### src/rtl/cpu_trace_pkg.sv
// Shared definitions for the CPU trace tools: parser states, record format
// codes, error bit positions and the ASCII punctuation used by trace lines.
package cpu_trace_pkg;

  typedef enum logic [3:0] {
    S_IDLE,
    S_CARET,
    S_TIME,
    S_AT,
    S_PC,
    S_SP1,
    S_DOLLAR,
    S_STAR,
    S_REG,
    S_ADDR,
    S_SP2,
    S_LT,
    S_EQ,
    S_DATA,
    S_DONE
  } state_e;

  localparam logic [1:0] FMT_NONE = 2'b00;
  localparam logic [1:0] FMT_REG  = 2'b01;
  localparam logic [1:0] FMT_MEM  = 2'b10;

  localparam int ERR_PC_RANGE = 0;
  localparam int ERR_PC_ALIGN = 1;
  localparam int ERR_ADDR     = 2;
  localparam int ERR_REG      = 3;

  localparam logic [7:0] CH_CARET  = 8'h5E;
  localparam logic [7:0] CH_AT     = 8'h40;
  localparam logic [7:0] CH_COLON  = 8'h3A;
  localparam logic [7:0] CH_DOLLAR = 8'h24;
  localparam logic [7:0] CH_STAR   = 8'h2A;
  localparam logic [7:0] CH_LT     = 8'h3C;
  localparam logic [7:0] CH_EQ     = 8'h3D;
  localparam logic [7:0] CH_HASH   = 8'h23;
  localparam logic [7:0] CH_SPACE  = 8'h20;

endpackage

### src/rtl/trace_char_class.sv
// Combinational ASCII classifier: flags decimal and hex digits and returns
// the digit's nibble value. Upper-case hex is accepted only when enabled.
module trace_char_class #(
  parameter bit ALLOW_UPPER = 1'b0
) (
  input  logic [7:0] char_i,
  output logic       is_dec_o,
  output logic       is_hex_o,
  output logic [3:0] nibble_o
);

  // Classify the character; the nibble is only meaningful when is_hex_o is set
  always_comb begin
    is_dec_o = 1'b0;
    is_hex_o = 1'b0;
    nibble_o = 4'd0;
    if (char_i >= 8'h30 && char_i <= 8'h39) begin
      is_dec_o = 1'b1;
      is_hex_o = 1'b1;
      nibble_o = char_i[3:0];
    end else if (char_i >= 8'h61 && char_i <= 8'h66) begin
      is_hex_o = 1'b1;
      nibble_o = char_i[3:0] + 4'd9;
    end else if (ALLOW_UPPER && char_i >= 8'h41 && char_i <= 8'h46) begin
      is_hex_o = 1'b1;
      nibble_o = char_i[3:0] + 4'd9;
    end
  end

endmodule

### src/rtl/cpu_trace_parser.sv
// Streaming parser/checker for CPU trace lines. Consumes one ASCII char per
// valid beat, extracts register-write and memory-write record fields, flags
// semantic problems and counts accepted and faulty records.
module cpu_trace_parser
  import cpu_trace_pkg::*;
#(
  parameter int                      TIME_MAX_DIGITS = 4,
  parameter int                      REG_MAX_DIGITS  = 4,
  parameter int                      HEX_DIGITS      = 8,
  parameter int                      TIME_W          = 16,
  parameter bit                      ALLOW_UPPER     = 1'b0,
  parameter logic [4*HEX_DIGITS-1:0] PC_LO           = 'h0000_3000,
  parameter logic [4*HEX_DIGITS-1:0] PC_HI           = 'h0000_6FFC,
  parameter logic [4*HEX_DIGITS-1:0] ADDR_HI         = 'h0000_2FFC,
  parameter int                      CNT_W           = 16
) (
  input  logic                    clk,
  input  logic                    reset,
  input  logic                    char_valid,
  input  logic [7:0]              char,
  output logic [1:0]              format_type,
  output logic                    rec_valid,
  output logic [TIME_W-1:0]       rec_time,
  output logic [4*HEX_DIGITS-1:0] rec_pc,
  output logic [4:0]              rec_reg,
  output logic [4*HEX_DIGITS-1:0] rec_addr,
  output logic [4*HEX_DIGITS-1:0] rec_data,
  output logic [3:0]              error_code,
  output logic [CNT_W-1:0]        rec_count,
  output logic [CNT_W-1:0]        bad_count,
  output logic [3:0]              state_dbg
);

  localparam int XW  = 4 * HEX_DIGITS;
  localparam int DCW = 8;

  logic       is_dec;
  logic       is_hex;
  logic [3:0] nib;

  trace_char_class #(
    .ALLOW_UPPER(ALLOW_UPPER)
  ) u_class (
    .char_i  (char),
    .is_dec_o(is_dec),
    .is_hex_o(is_hex),
    .nibble_o(nib)
  );

  state_e             state_q, state_d;
  logic [DCW-1:0]     cnt_q, cnt_d;
  logic [TIME_W-1:0]  time_q, time_d;
  logic [XW-1:0]      pc_q, pc_d;
  logic [XW-1:0]      addr_q, addr_d;
  logic [XW-1:0]      data_q, data_d;
  logic [13:0]        reg_q, reg_d;
  logic               mem_q, mem_d;
  logic [1:0]         fmt_q, fmt_d;
  logic               valid_q, valid_d;
  logic [3:0]         err_d;

  logic [TIME_W-1:0]  rec_time_q;
  logic [XW-1:0]      rec_pc_q;
  logic [4:0]         rec_reg_q;
  logic [XW-1:0]      rec_addr_q;
  logic [XW-1:0]      rec_data_q;
  logic [3:0]         err_q;
  logic [CNT_W-1:0]   rec_count_q;
  logic [CNT_W-1:0]   bad_count_q;

  // Next-state and shadow-field update for one consumed character; any
  // character not expected in the current state resynchronises on '^'
  always_comb begin
    state_d = (char == CH_CARET) ? S_CARET : S_IDLE;
    cnt_d   = cnt_q;
    time_d  = time_q;
    pc_d    = pc_q;
    addr_d  = addr_q;
    data_d  = data_q;
    reg_d   = reg_q;
    mem_d   = mem_q;
    case (state_q)
      S_CARET: begin
        if (is_dec) begin
          state_d = S_TIME;
          cnt_d   = DCW'(1);
          time_d  = {{(TIME_W-4){1'b0}}, nib};
        end
      end
      S_TIME: begin
        if (is_dec && cnt_q < DCW'(TIME_MAX_DIGITS)) begin
          state_d = S_TIME;
          cnt_d   = cnt_q + DCW'(1);
          time_d  = time_q * TIME_W'(10) + {{(TIME_W-4){1'b0}}, nib};
        end else if (char == CH_AT) begin
          state_d = S_AT;
        end
      end
      S_AT: begin
        if (is_hex) begin
          state_d = S_PC;
          cnt_d   = DCW'(1);
          pc_d    = {{(XW-4){1'b0}}, nib};
        end
      end
      S_PC: begin
        if (is_hex && cnt_q < DCW'(HEX_DIGITS)) begin
          state_d = S_PC;
          cnt_d   = cnt_q + DCW'(1);
          pc_d    = {pc_q[XW-5:0], nib};
        end else if (char == CH_COLON && cnt_q == DCW'(HEX_DIGITS)) begin
          state_d = S_SP1;
        end
      end
      S_SP1: begin
        if (char == CH_SPACE) begin
          state_d = S_SP1;
        end else if (char == CH_DOLLAR) begin
          state_d = S_DOLLAR;
          mem_d   = 1'b0;
        end else if (char == CH_STAR) begin
          state_d = S_STAR;
          mem_d   = 1'b1;
        end
      end
      S_DOLLAR: begin
        if (is_dec) begin
          state_d = S_REG;
          cnt_d   = DCW'(1);
          reg_d   = {10'd0, nib};
        end
      end
      S_REG: begin
        if (is_dec && cnt_q < DCW'(REG_MAX_DIGITS)) begin
          state_d = S_REG;
          cnt_d   = cnt_q + DCW'(1);
          reg_d   = reg_q * 14'd10 + {10'd0, nib};
        end else if (char == CH_SPACE) begin
          state_d = S_SP2;
        end else if (char == CH_LT) begin
          state_d = S_LT;
        end
      end
      S_STAR: begin
        if (is_hex) begin
          state_d = S_ADDR;
          cnt_d   = DCW'(1);
          addr_d  = {{(XW-4){1'b0}}, nib};
        end
      end
      S_ADDR: begin
        if (is_hex && cnt_q < DCW'(HEX_DIGITS)) begin
          state_d = S_ADDR;
          cnt_d   = cnt_q + DCW'(1);
          addr_d  = {addr_q[XW-5:0], nib};
        end else if (char == CH_SPACE && cnt_q == DCW'(HEX_DIGITS)) begin
          state_d = S_SP2;
        end else if (char == CH_LT && cnt_q == DCW'(HEX_DIGITS)) begin
          state_d = S_LT;
        end
      end
      S_SP2: begin
        if (char == CH_SPACE) begin
          state_d = S_SP2;
        end else if (char == CH_LT) begin
          state_d = S_LT;
        end
      end
      S_LT: begin
        if (char == CH_EQ) begin
          state_d = S_EQ;
        end
      end
      S_EQ: begin
        if (char == CH_SPACE) begin
          state_d = S_EQ;
        end else if (is_hex) begin
          state_d = S_DATA;
          cnt_d   = DCW'(1);
          data_d  = {{(XW-4){1'b0}}, nib};
        end
      end
      S_DATA: begin
        if (is_hex && cnt_q < DCW'(HEX_DIGITS)) begin
          state_d = S_DATA;
          cnt_d   = cnt_q + DCW'(1);
          data_d  = {data_q[XW-5:0], nib};
        end else if (char == CH_HASH && cnt_q == DCW'(HEX_DIGITS)) begin
          state_d = S_DONE;
        end
      end
      default: ;
    endcase
    // A new record starts from clean shadows so a register record never
    // reports the address of an earlier memory record, and vice versa
    if (state_d == S_CARET) begin
      cnt_d  = '0;
      time_d = '0;
      pc_d   = '0;
      addr_d = '0;
      data_d = '0;
      reg_d  = '0;
      mem_d  = 1'b0;
    end
  end

  // Semantic checks on the completed shadow fields and the format decode
  // that becomes visible once the record reaches DONE
  always_comb begin
    err_d               = '0;
    err_d[ERR_PC_RANGE] = (pc_q < PC_LO) || (pc_q > PC_HI);
    err_d[ERR_PC_ALIGN] = (pc_q[1:0] != 2'b00);
    err_d[ERR_ADDR]     = mem_q && ((addr_q > ADDR_HI) || (addr_q[1:0] != 2'b00));
    err_d[ERR_REG]      = !mem_q && (reg_q > 14'd31);
    valid_d             = (state_d == S_DONE);
    fmt_d               = FMT_NONE;
    if (state_d == S_DONE) begin
      fmt_d = mem_q ? FMT_MEM : FMT_REG;
    end
  end

  // Parser state, shadows, published record and counters; nothing moves
  // unless a character is presented
  always_ff @(posedge clk) begin
    if (reset) begin
      state_q     <= S_IDLE;
      cnt_q       <= '0;
      time_q      <= '0;
      pc_q        <= '0;
      addr_q      <= '0;
      data_q      <= '0;
      reg_q       <= '0;
      mem_q       <= 1'b0;
      fmt_q       <= FMT_NONE;
      valid_q     <= 1'b0;
      rec_time_q  <= '0;
      rec_pc_q    <= '0;
      rec_reg_q   <= '0;
      rec_addr_q  <= '0;
      rec_data_q  <= '0;
      err_q       <= '0;
      rec_count_q <= '0;
      bad_count_q <= '0;
    end else if (char_valid) begin
      state_q <= state_d;
      cnt_q   <= cnt_d;
      time_q  <= time_d;
      pc_q    <= pc_d;
      addr_q  <= addr_d;
      data_q  <= data_d;
      reg_q   <= reg_d;
      mem_q   <= mem_d;
      fmt_q   <= fmt_d;
      valid_q <= valid_d;
      if (state_d == S_DONE) begin
        rec_time_q <= time_q;
        rec_pc_q   <= pc_q;
        rec_reg_q  <= reg_q[4:0];
        rec_addr_q <= addr_q;
        rec_data_q <= data_q;
        err_q      <= err_d;
        if (rec_count_q != {CNT_W{1'b1}}) begin
          rec_count_q <= rec_count_q + CNT_W'(1);
        end
        if (err_d != 4'd0 && bad_count_q != {CNT_W{1'b1}}) begin
          bad_count_q <= bad_count_q + CNT_W'(1);
        end
      end
    end
  end

  assign format_type = fmt_q;
  assign rec_valid   = valid_q;
  assign rec_time    = rec_time_q;
  assign rec_pc      = rec_pc_q;
  assign rec_reg     = rec_reg_q;
  assign rec_addr    = rec_addr_q;
  assign rec_data    = rec_data_q;
  assign error_code  = err_q;
  assign rec_count   = rec_count_q;
  assign bad_count   = bad_count_q;
  assign state_dbg   = state_q;

endmodule

### config.mk
export PLATFORM = sky130hd
export DESIGN_NAME = cpu_trace_parser
export DESIGN_NICKNAME = d
export VERILOG_FILES = /design/src/rtl/cpu_trace_pkg.sv /design/src/rtl/trace_char_class.sv /design/src/rtl/cpu_trace_parser.sv
export SDC_FILE = /design/constraint.sdc
export NUM_CORES = 1
export LEC_CHECK = 0
export ABC_AREA = 1
export CAP_MARGIN = 0
export CORE_MARGIN = 2
export CORE_UTILIZATION = 57
export DETAILED_ROUTE_END_ITERATION = 10
export HOLD_SLACK_MARGIN = 0.12
export PLACE_DENSITY = 0.81
export SKIP_LAST_GASP = 1
export SLEW_MARGIN = 10
export SYNTH_ARGS = -nofsm -noshare
export SYNTH_HDL_FRONTEND = slang
export SYNTH_SLANG_ARGS = --single-unit
### constraint.sdc
create_clock -name clk -period 4.69 [get_ports clk]
set_input_delay 0.469 -clock clk [delete_from_list [all_inputs] [get_ports clk]]
set_output_delay 0.469 -clock clk [all_outputs]
set_load 0.02 [all_outputs]
==> results by group, run 1 <==
Floorplanning
  • Floorplan die area: 26900 um^2
  • Initial standard-cell utilization of the core: 57.95%
  • Number of core rows: slightly below 60
  • Core Footprint: 25180 um^2
  • DIE HEIGHT: ~160 um
  • Die width: between 150 and 200 um
  • Top-level I/O count: around 170

Route
  • Overall routed net length: about 40 mm
  • Violation count after the first detailed-routing iteration: about 1400
  • WL per Instance: between 15 and 20 um
  • Iteration count of the initial detailed-routing pass: 6
  • Remaining DRCs: 0
  • Remaining antenna violation count: 0
  • Overall via count from detail_route: 14460
  • Via count normalized by instance count: 5.756

STA
  • Peak clock frequency supported by timing: roughly 0.26 GHz
  • Worst slew margin relative to its limit: 31.00%
  • Endpoints failing setup: 0
  • Slew Viols, Final: 0
  • Least-Margin Pin Slew: roughly 1.0 ns
  • RSZ-0062 raised after global routing: no
  • Hold violation count in the final report: 0
  • Sum Neg Setup Slack: 0 ns
  • Post-layout min period: around 4 ns
  • Final period utilization: around 83%
  • Final Skew: roughly 0.055 ns

Cells and area
  • Share of cells above drive strength 1: 4.766%
  • Number of antenna cells inserted: 0
  • Reg area: 5906 um^2
  • Layout overhead on the synthesized area: 20.21%
  • Total number of nets in the final design: 2232
  • Total of fill cells in the finished design: approximately 2100
  • Most frequent cells in the layout: 333 x sky130_fd_sc_hd__nor2_1, 295 x sky130_fd_sc_hd__dfxtp_1, 264 x sky130_fd_sc_hd__nand2_1
  • Most common cell after layout, fill and taps aside: sky130_fd_sc_hd__nor2_1
  • Footprint of the multi-input gates: 7533 um^2

Power and ir drop
  • Maximum VDD drop: between 300 and 400 uV
  • Cell area power density: 318.5 nW/um^2
  • Overall Power: 5.586 mW
  • Leakage power: between 7 and 8 nW

Setup path
  • Worst setup path endpoint: time_q[13]
  • Crit. End Element: flop
  • Largest stage delay on the critical path: 0.58 ns
  • FF-to-FF setup slack: about 1.7 ns
  • Worst path depth: 21
  • Highest fanout seen on the critical path: 8
  • Startpoint Class: input port
  • Source of the critical timing path: char[0]
  • Register-to-Register Path Depth: 17
  • Worst R2R End: reg_q[13]
  • Launch instance of the worst register-to-register path: reg_q[3]
  • Cells along the critical path: clkdlybuf4s50_1 > inv_1 > ha_1 > nand3_1 > nand2_1 > inv_1 > nand2_2 > nand2_2 > inv_1 > nor3_1 > inv_1 > fa_1 > o21ai_0 > nand3_1 > nor2_1 > nand4_1 > nor2_1 > nand2_1 > nand2_1 > nand4_1 > a21oi_1
  • CP max stage cell: sky130_fd_sc_hd__clkdlybuf4s50_1
  • Count of buffer and inverter cells on the critical path: 5
  • Worst path most repeated cell: sky130_fd_sc_hd__inv_1
  • Critical Setup Path Class: input port to flop
  • Data required time at the worst endpoint: 5.19 ns
  • CP top delay family: simple AND/OR/NAND/NOR gates
  • Crit path DAT: roughly 4.4 ns

Synth
  • Adder-cell area share of the yosys netlist: 5.350%
  • Number of flops mapped to enable cells by yosys: 0
  • Multiplexer fraction of the synthesized cell area: 0%
  • Syn nets: around 2100
  • Post-Syn Area per Cell: slightly above 7 um^2
  • Simple-gate area share of the yosys netlist: between 20 and 30%
  • Combinational family with the most area after synthesis: simple AND/OR/NAND/NOR gates
  • Syn Inst Count: 2042
  • Post-synthesis xor/xnor area fraction: around 2.5%
  • Fraction of the yosys area taken by sequential cells: between 40% and 50%
  • Synthesis-stage register bit count: between 200 and 300
  • Most common flop cell mapped by yosys: sky130_fd_sc_hd__dfxtp_1
  • Netlist area before placement: 14590 um^2
  • Share of async-settable or async-resettable flops after synthesis: 0%
  • Unique masters post-synth: between 40 and 50
  • Complex-gate fraction of the synthesized area: a little under a fifth
  • Yosys warns: 0

GRT
  • Global-route usage over all layers: just under 30%
  • Number of antenna violations at the first check in global routing: 0
  • Congestion Overflow GR: 0
  • First-pass GRT wire length: 65.40 mm
  • Pin count of the biggest net entering global routing: approximately 110
  • Vias in the first global route: ~13000

Clocking
  • Number of levels the H-tree was split into: 1
  • Hold-fix buffers, CTS: 0
  • Number of gates given a new drive strength after cts: 0
  • CTS max path bufs: 3
  • Post-CTS Setup Bufs: 0
  • Skew-Pair Late Insertion Delay: slightly below 0.6 ns
  • Reg clk slew, reported paths: about 0.070 ns
  • Number of buffers added by the clock tree synthesis step: 30
  • TritonCTS clock tree: done
  • Sinks on the clock net: between 200 and 300
  • Master cell of the clock root buffer: sky130_fd_sc_hd__clkbuf_16

Run status
  • Status: finished clean

Place
  • Port Buffer Count: 170
  • Last weighted congestion value of the routability-driven placer: about 0.94
  • Half-perimeter wire length after placement: about 27 mm

Min path
  • Class of the worst hold path: flop to flop

Flow run
  • Maximum Capacitance Violations: 0
## routing by layer
layer,vias up,share of wire (%),track usage (%)
li1,7095,-,-
met1,6757,44,38.74
met5,-,0,0
met3,97,6.1,4.217
met2,511,47,49.27
met4,0,3.4,10.17
## area by class of cell
class                           instances  area share [%]
Multi-Input combinational cell       1467           42.95
Sequential cell                       295           33.67
Timing Repair Buffer                  191           10.71
Clock buffer                           36           4.579
Inverter                              176           3.795
Tap cell                              330           2.354
Clock inverter                         17           1.947
## power breakdown
group / leakage [nW] / internal, mW / total, mW / switching, mW
combinational: 4.51 / 0.0919 / 0.290 / 0.198
sequential: 2.38 / 2.52 / 2.55 / 0.0240
clock: 0.558 / 1.72 / 2.75 / 1.03
total: 7.45 / 4.33 / 5.59 / 1.25
## worst min path at each step
stage | from | to | slack [ns] | cells after the start
after global placement | cnt_q[4] | cnt_q[4] | 0.43 | 2
after global routing | cnt_q[6] | cnt_q[6] | 0.46 | 2
after detailed placement | cnt_q[4] | cnt_q[4] | 0.44 | 2
after floorplan | cnt_q[5] | cnt_q[5] | 0.42 | 2
final | cnt_q[4] | cnt_q[4] | 0.44 | 2
after CTS | cnt_q[4] | cnt_q[4] | 0.45 | 2
## metrics by stage
step / std cells / setup WS, ns / utilization, % / area [um^2] / hold WS [ns]
after global placement: 2459 / 0.4611 / 65.11 / 16400 / 0.4279
after CTS: 2512 / 0.8568 / 69.66 / 17540 / 0.4483
after global routing: 2512 / 0.3356 / 69.66 / 17540 / 0.4560
final: 2512 / 0.8038 / 69.66 / 17540 / 0.4434
after floorplan: 2042 / 1.267 / - / 14590 / 0.4190
after detailed placement: 2459 / 0.2611 / 65.11 / 16400 / 0.4381
## logic make-up (layout without fill, tap and decap cells)
group,count (synthesis),after routing
AND/OR/NAND/NOR,862,862
AO/OA/AOI/OAI,504,504
flip-flops,295,295
buffers and inverters,280,420
adder cells (fa/ha/maj),60,60
XOR/XNOR,41,41
## synthesized netlist by cell type (13+ instances only)
library cell	count	area, um^2
sky130_fd_sc_hd__clkbuf_1	64	240.2
sky130_fd_sc_hd__a31oi_1	21	131.4
sky130_fd_sc_hd__dfxtp_1	295	5906
sky130_fd_sc_hd__o21ai_1	78	390.4
sky130_fd_sc_hd__nand4_1	35	219.0
sky130_fd_sc_hd__a211oi_1	27	202.7
sky130_fd_sc_hd__o21ai_0	163	815.8
sky130_fd_sc_hd__nor3_1	31	155.2
sky130_fd_sc_hd__a21oi_1	191	955.9
sky130_fd_sc_hd__xor2_1	28	245.2
sky130_fd_sc_hd__nand3_1	155	775.7
sky130_fd_sc_hd__nor2_1	333	1250
sky130_fd_sc_hd__inv_1	170	638.1
sky130_fd_sc_hd__xnor2_1	13	113.9
sky130_fd_sc_hd__ha_1	56	700.7
sky130_fd_sc_hd__buf_2	23	115.1
sky130_fd_sc_hd__nand2_1	264	991.0
## worst min-delay path: cells and delay by family (launching register included)
| kind | cells | cell delay [ns] |
|---|---|---|
| simple gates | 2 | 0.09 |
| flops | 1 | 0.31 |
(Power assumes the default switching activity.)
==> run 2, diff against run 1 <==
Clock period 4.69 ns to 3.8 ns, I/O delays scaled along.
==> results by group, run 2 (same netlist as run 1, synthesis figures left out) <==
Cells and area
  • Share of cells above drive strength 1: 5.371% (was 4.766%)
  • Layout overhead on the synthesized area: 20.56% (was 20.21%)
  • Total of fill cells in the finished design: 2085 (was 2075)
  • Footprint of the multi-input gates: 7533 um^2 (unchanged)
  • Most common cell after layout, fill and taps aside: sky130_fd_sc_hd__nor2_1 (unchanged)
  • Most frequent cells in the layout: 333 x sky130_fd_sc_hd__nor2_1, 295 x sky130_fd_sc_hd__dfxtp_1, 264 x sky130_fd_sc_hd__nand2_1 (unchanged)
  • Reg area: 5906 um^2 (unchanged)
  • Total number of nets in the final design: 2246 (was 2232)
  • Number of antenna cells inserted: 0 (unchanged)

STA
  • Final Skew: 0.01773 ns (was 0.05497 ns)
  • Peak clock frequency supported by timing: between 0.3 and 0.4 GHz
  • Final period utilization: 87.66%
  • Worst slew margin relative to its limit: 31.06% (was 31.00%)
  • Endpoints failing setup: 0 (unchanged)
  • RSZ-0062 raised after global routing: no (unchanged)
  • Post-layout min period: 3.331 ns
  • Hold violation count in the final report: 0 (unchanged)
  • Least-Margin Pin Slew: 1.030 ns (was 1.031 ns)
  • Sum Neg Setup Slack: 0 ns (unchanged)
  • Slew Viols, Final: 0 (unchanged)

Power and ir drop
  • Leakage power: 7.487 nW (was 7.446 nW)
  • Maximum VDD drop: 355.2 uV (was 307.5 uV)
  • Cell area power density: 373.4 nW/um^2 (was 318.5 nW/um^2)
  • Power dissipated by switching net loads: 1.511 mW (was 1.254 mW)
  • Share of total power in sequential cells: 47.9% (was 45.6%)
  • Switching part of the total: 23.00% (was 22.45%)
  • Overall Power: 6.569 mW (was 5.586 mW)
  • Comb power frac: 5.6% (was 5.2%)
  • Internal Dissipation: 5.058 mW (was 4.332 mW)
  • Clock Power Share: 46.6% (was 49.2%)

Setup path
  • Worst setup path endpoint: time_q[13] (unchanged)
  • Launch instance of the worst register-to-register path: reg_q[3] (unchanged)
  • Crit path DAT: 3.80 ns (was 4.39 ns)
  • Critical Setup Path Class: input port to flop (unchanged)
  • FF-to-FF setup slack: 0.94 ns (was 1.65 ns)
  • Register-to-Register Path Depth: 17 (unchanged)
  • Worst R2R End: reg_q[13] (unchanged)
  • Data required time at the worst endpoint: 4.27 ns (was 5.19 ns)
  • Highest fanout seen on the critical path: 5 (was 8)
  • Startpoint Class: input port (unchanged)
  • Crit. End Element: flop (unchanged)
  • Source of the critical timing path: char[0] (unchanged)

Floorplanning
  • DIE HEIGHT: 164.0 um (unchanged)
  • Top-level I/O count: 171 (unchanged)
  • Initial standard-cell utilization of the core: 57.95% (unchanged)
  • Die width: 164.0 um (unchanged)
  • Core Footprint: 25180 um^2 (unchanged)
  • Floorplan die area: 26900 um^2 (unchanged)
  • Number of core rows: 58 (unchanged)

GRT
  • Vias in the first global route: 13460 (was 13422)
  • Pin count of the biggest net entering global routing: 152 (was 113)
  • Number of antenna violations at the first check in global routing: 0 (unchanged)
  • Global route hottest layer: met2 (unchanged)
  • Congestion Overflow GR: 0 (unchanged)
  • GR Layer Usage met1: 38.26% (was 38.74%)
  • First-pass GRT wire length: 65.00 mm (was 65.40 mm)
  • Global-route usage over all layers: 29.09% (was 29.36%)
  • Met3 Resource Use GR: 4.444% (was 4.217%)
  • Met2 routing resource usage after global routing: 48.28% (was 49.27%)

Route
  • WL per Instance: 15.73 um (was 15.98 um)
  • Overall routed net length: 39.74 mm (was 40.15 mm)
  • Remaining DRCs: 0 (unchanged)
  • Iteration count of the initial detailed-routing pass: 5 (was 6)
  • Overall via count from detail_route: 14398 (was 14460)
  • Via count normalized by instance count: 5.698 (was 5.756)
  • Remaining antenna violation count: 0 (unchanged)
  • Violation count after the first detailed-routing iteration: 1254 (was 1358)

Flow run
  • Maximum Capacitance Violations: 0 (unchanged)

Clocking
  • Number of levels the H-tree was split into: 1 (unchanged)
  • CTS max path bufs: 3 (unchanged)
  • Hold-fix buffers, CTS: 0 (unchanged)
  • Sinks on the clock net: 295 (unchanged)
  • Reg clk slew, reported paths: 0.07 ns (about the same)
  • Master cell of the clock root buffer: sky130_fd_sc_hd__clkbuf_16 (unchanged)
  • TritonCTS clock tree: done (unchanged)
  • Skew-Pair Late Insertion Delay: 0.57 ns (was 0.59 ns)
  • Number of buffers added by the clock tree synthesis step: 29 (was 30)
  • Post-CTS Setup Bufs: 0 (unchanged)

Run status
  • Status: finished clean (unchanged)

Place
  • Half-perimeter wire length after placement: 27.45 mm (was 27.35 mm)
  • Last weighted congestion value of the routability-driven placer: 0.9518 (was 0.9437)
  • Port Buffer Count: 170 (unchanged)

Min path
  • Class of the worst hold path: input port to flop (was flop to flop)
==> run 2: worst min-delay path by stage <==
stage              endpoint  slack [ns]  cells after the start      from
5_1_grt        bad_count[3]        0.39                      4     reset
2_1_floorplan      cnt_q[5]        0.42                      2  cnt_q[5]
3_5_place_dp       cnt_q[6]        0.43                      2  cnt_q[6]
4_1_cts        bad_count[3]        0.34                      4     reset
6_report       bad_count[3]        0.35                      4     reset
3_3_place_gp       cnt_q[6]        0.43                      2  cnt_q[6]
==> run 2: critical path, stage by stage <==
cell,delay [ns]
sky130_fd_sc_hd__clkdlybuf4s50_1,0.45
sky130_fd_sc_hd__inv_1,0.09
sky130_fd_sc_hd__ha_1,0.22
sky130_fd_sc_hd__inv_2,0.04
sky130_fd_sc_hd__nand3_1,0.12
sky130_fd_sc_hd__nand3_2,0.15
sky130_fd_sc_hd__nand2_2,0.11
sky130_fd_sc_hd__inv_1,0.06
sky130_fd_sc_hd__nor3_1,0.34
sky130_fd_sc_hd__inv_1,0.17
sky130_fd_sc_hd__fa_1,0.44
sky130_fd_sc_hd__o21ai_1,0.22
sky130_fd_sc_hd__nand3_1,0.13
sky130_fd_sc_hd__nor2_1,0.16
sky130_fd_sc_hd__nand4_1,0.13
sky130_fd_sc_hd__nor2_1,0.18
sky130_fd_sc_hd__nand2_1,0.07
sky130_fd_sc_hd__nand2_1,0.06
sky130_fd_sc_hd__nand4_1,0.08
sky130_fd_sc_hd__a21oi_1,0.19
==> run 2: repair_timing <==
| item | 4_1_cts | 5_1_grt |
|---|---|---|
| gates resized for setup | 0 | 1 |
| setup endpoints to repair | 0 | 1 |
| hold endpoints to repair | 0 | 0 |
==> run 2: power groups by stage <==
stage	registers (mW)	logic (mW)	clock network (mW)
after floorplan	3.20	0.259	0
after global placement	3.21	0.350	0
after detailed placement	3.21	0.359	0
after CTS	3.14	0.362	3.09
after global routing	3.15	0.407	3.22
final	3.14	0.366	3.06
==> run 2: final cells by class <==
cell class	instances	share of cell area, %
inverters	176	3.784
clock inverters	9	0.8036
repair buffers	206	11.61
multi-input cells	1467	42.82
well taps	330	2.347
clock buffers	44	5.071
flip-flops and latches	295	33.57
==> run 2: per-stage QoR <==
step | cell area, um^2 | util (%) | worst slack, ns | std cells | hold WS, ns
floorplan | 14590 | - | 0.4664 | 2042 | 0.4190
global placement | 16560 | 65.76 | 0.02235 | 2474 | 0.4275
detailed placement | 16560 | 65.76 | -0.1430 | 2474 | 0.4281
CTS | 17590 | 69.86 | 0.4129 | 2527 | 0.3385
global route | 17590 | 69.86 | 0.02138 | 2527 | 0.3942
finish | 17590 | 69.86 | 0.4688 | 2527 | 0.3539
==> run 2: layer usage <==
| layer | vias to the layer above | share of wire [%] | wire length (um) |
|---|---|---|---|
| met5 | - | 0 | 0 |
| met1 | 6657 | 44 | 17360 |
| li1 | 7127 | - | - |
| met4 | 0 | 3.6 | 1411 |
| met2 | 514 | 46 | 18190 |
| met3 | 100 | 7.0 | 2776 |
==> run 3, diff against run 2 <==
Settings changed: CORE_MARGIN 2 to 3.
==> results by group, run 3 (same netlist as run 1, synthesis figures left out) <==
GRT
  • Global-route usage over all layers: 27.92% (was 29.09%)
  • Pin count of the biggest net entering global routing: 100 (was 152)
  • First-pass GRT wire length: 66.74 mm (was 65.00 mm)
  • Congestion Overflow GR: 0 (unchanged)
  • Vias in the first global route: 13394 (was 13460)
  • Number of antenna violations at the first check in global routing: 0 (unchanged)

Clocking
  • Hold-fix buffers, CTS: 0 (unchanged)
  • Skew-Pair Late Insertion Delay: 0.57 ns (about the same)
  • TritonCTS clock tree: done (unchanged)
  • CTS max path bufs: 3 (unchanged)
  • Post-CTS Setup Bufs: 0 (unchanged)
  • Number of levels the H-tree was split into: 1 (unchanged)
  • Number of buffers added by the clock tree synthesis step: 29 (unchanged)
  • Master cell of the clock root buffer: sky130_fd_sc_hd__clkbuf_16 (unchanged)
  • Reg clk slew, reported paths: 0.06 ns (was 0.07 ns)
  • Sinks on the clock net: 295 (unchanged)

Power and ir drop
  • Cell area power density: 369.0 nW/um^2 (was 373.4 nW/um^2)
  • Comb power frac: 5.6% (about the same)
  • Maximum VDD drop: 358.4 uV (was 355.2 uV)
  • Switching part of the total: 22.96% (was 23.00%)
  • Leakage power: 7.487 nW (about the same)
  • Power dissipated by switching net loads: 1.488 mW (was 1.511 mW)
  • Clock Power Share: 45.8% (was 46.6%)
  • Internal Dissipation: 4.992 mW (was 5.058 mW)
  • Share of total power in sequential cells: 48.5% (was 47.9%)

STA
  • RSZ-0062 raised after global routing: no (unchanged)
  • Sum Neg Setup Slack: 0 ns (unchanged)
  • Slew Viols, Final: 0 (unchanged)
  • Endpoints failing setup: 0 (unchanged)
  • Post-layout min period: 3.290 ns (was 3.331 ns)
  • Final Skew: 0.02145 ns (was 0.01773 ns)
  • Least-Margin Pin Slew: 1.001 ns (was 1.030 ns)
  • Final period utilization: 86.59% (was 87.66%)
  • Worst slew margin relative to its limit: 33.26% (was 31.06%)
  • Hold violation count in the final report: 0 (unchanged)
  • Peak clock frequency supported by timing: 0.3039 GHz (was 0.3002 GHz)

Route
  • Iteration count of the initial detailed-routing pass: 9 (was 5)
  • WL per Instance: 15.93 um (was 15.73 um)
  • Met2 routed WL: 18.49 mm (was 18.19 mm)
  • Remaining DRCs: 0 (unchanged)
  • Remaining antenna violation count: 0 (unchanged)
  • Uppermost metal layer occupied by signal nets: met4 (unchanged)
  • Overall via count from detail_route: 14300 (was 14398)
  • Violation count after the first detailed-routing iteration: 1478 (was 1254)
  • Overall routed net length: 40.21 mm (was 39.74 mm)
  • Via count normalized by instance count: 5.666 (was 5.698)
  • Met1 layer wirelength in the final routing: 17.96 mm (was 17.36 mm)
  • Metal3 WL: 2.729 mm (was 2.776 mm)

Setup path
  • Crit path DAT: 3.69 ns (was 3.80 ns)
  • Data required time at the worst endpoint: 4.20 ns (was 4.27 ns)
  • Startpoint Class: input port (unchanged)
  • Highest fanout seen on the critical path: 5 (unchanged)
  • Crit. End Element: flop (unchanged)
  • Critical Setup Path Class: input port to flop (unchanged)

Place
  • Port Buffer Count: 170 (unchanged)
  • Placed inst area: 16570 um^2 (was 16560 um^2)
  • Last weighted congestion value of the routability-driven placer: 0.9496 (was 0.9518)
  • Half-perimeter wire length after placement: 27.76 mm (was 27.45 mm)

Flow run
  • Maximum Capacitance Violations: 0 (unchanged)

Cells and area
  • Total number of nets in the final design: 2250 (was 2246)
  • Number of antenna cells inserted: 0 (unchanged)
  • Finished Core Util: 70.95% (was 69.86%)
  • Layout overhead on the synthesized area: 20.32% (was 20.56%)
  • Most frequent cells in the layout: 333 x sky130_fd_sc_hd__nor2_1, 295 x sky130_fd_sc_hd__dfxtp_1, 264 x sky130_fd_sc_hd__nand2_1 (unchanged)
  • Cell area after layout: 17560 um^2 (was 17590 um^2)
  • Most common cell after layout, fill and taps aside: sky130_fd_sc_hd__nor2_1 (unchanged)
  • Share of cells above drive strength 1: 5.409% (was 5.371%)

Floorplanning
  • Floorplan die area: 27560 um^2 (was 26900 um^2)
  • Die width: 166.0 um (was 164.0 um)
  • Initial standard-cell utilization of the core: 58.97% (was 57.95%)
  • Top-level I/O count: 171 (unchanged)
  • Number of core rows: 57 (was 58)
  • Core Footprint: 24750 um^2 (was 25180 um^2)
  • DIE HEIGHT: 166.0 um (was 164.0 um)

Min path
  • Class of the worst hold path: flop to flop (was input port to flop)

Run status
  • Status: finished clean (unchanged)
-- run 3: changes by cell type in the layout (fill, tap and decap cells not counted), sizes merged --
cell    delta
clkbuf     -4
buf        +4
bufinv     +1
clkinv     +2
-- run 3: through the flow --
step	instances	hold slack (ns)	power (mW)	setup slack (ns)
after floorplan	2042	0.4190	3.462	0.4664
after global placement	2472	0.4263	3.561	0.01783
after detailed placement	2472	0.4299	3.570	-0.1001
after CTS	2524	0.4393	6.504	0.4757
after global routing	2524	0.4531	6.694	0.06989
final	2524	0.4397	6.480	0.5097
-- run 3: metal layers --
layer,vias up,track usage (%)
met5,-,0
met4,0,7.450
met3,63,4.261
met2,468,46.53
met1,6634,38.08
li1,7135,-
-- run 3: final timing paths --
path | start | endpoint | slack, ns | depth (start not counted)
hold reg to reg | cnt_q[7] | cnt_q[7] | 0.44 | 2
setup / recovery | char[0] | reg_q[13] | 0.51 | 23
hold / removal | cnt_q[7] | cnt_q[7] | 0.44 | 2
setup reg to reg | reg_q[3] | reg_q[13] | 0.86 | 17
-- run 3: what timing repair did --
item                                    CTS  global route
endpoints found under the setup margin    0             1
hold endpoints to repair                  0             0
gates resized for setup                   0             2
-- run 3: layout make-up --
| class | instances | area, um^2 |
|---|---|---|
| timing repair buffer | 210 | 2059 |
| clock inverter | 12 | 177.7 |
| sequential | 295 | 5906 |
| fill | 2034 | 7189 |
| inverter | 176 | 665.6 |
| multi-input combinational | 1467 | 7537 |
| clock buffer | 40 | 807.0 |
| tap | 324 | 405.4 |
-- run 3: power groups by stage --
stage,Sequential [mW],Clock [mW],Combinational [mW]
final,3.14,2.97,0.365
after global routing,3.15,3.14,0.412
after CTS,3.14,3.00,0.362
after detailed placement,3.21,0,0.358
after global placement,3.21,0,0.351
after floorplan,3.20,0,0.259
-- run 3: critical path, cell delays in order --
cell	delay (ns)
sky130_fd_sc_hd__clkdlybuf4s50_1	0.51
sky130_fd_sc_hd__inv_1	0.07
sky130_fd_sc_hd__ha_1	0.24
sky130_fd_sc_hd__nand3_1	0.09
sky130_fd_sc_hd__nand2_1	0.05
sky130_fd_sc_hd__inv_1	0.06
sky130_fd_sc_hd__nand2_2	0.08
sky130_fd_sc_hd__nand2_2	0.08
sky130_fd_sc_hd__inv_1	0.05
sky130_fd_sc_hd__nor3_1	0.29
sky130_fd_sc_hd__inv_1	0.15
sky130_fd_sc_hd__fa_1	0.40
sky130_fd_sc_hd__nor2_1	0.18
sky130_fd_sc_hd__o21a_1	0.17
sky130_fd_sc_hd__nand3b_1	0.10
sky130_fd_sc_hd__nor2_1	0.12
sky130_fd_sc_hd__nand2_1	0.08
sky130_fd_sc_hd__nor2_1	0.11
sky130_fd_sc_hd__nand2_1	0.07
sky130_fd_sc_hd__nor2_1	0.16
sky130_fd_sc_hd__nand3b_1	0.10
sky130_fd_sc_hd__nand3_1	0.09
sky130_fd_sc_hd__a21oi_1	0.06
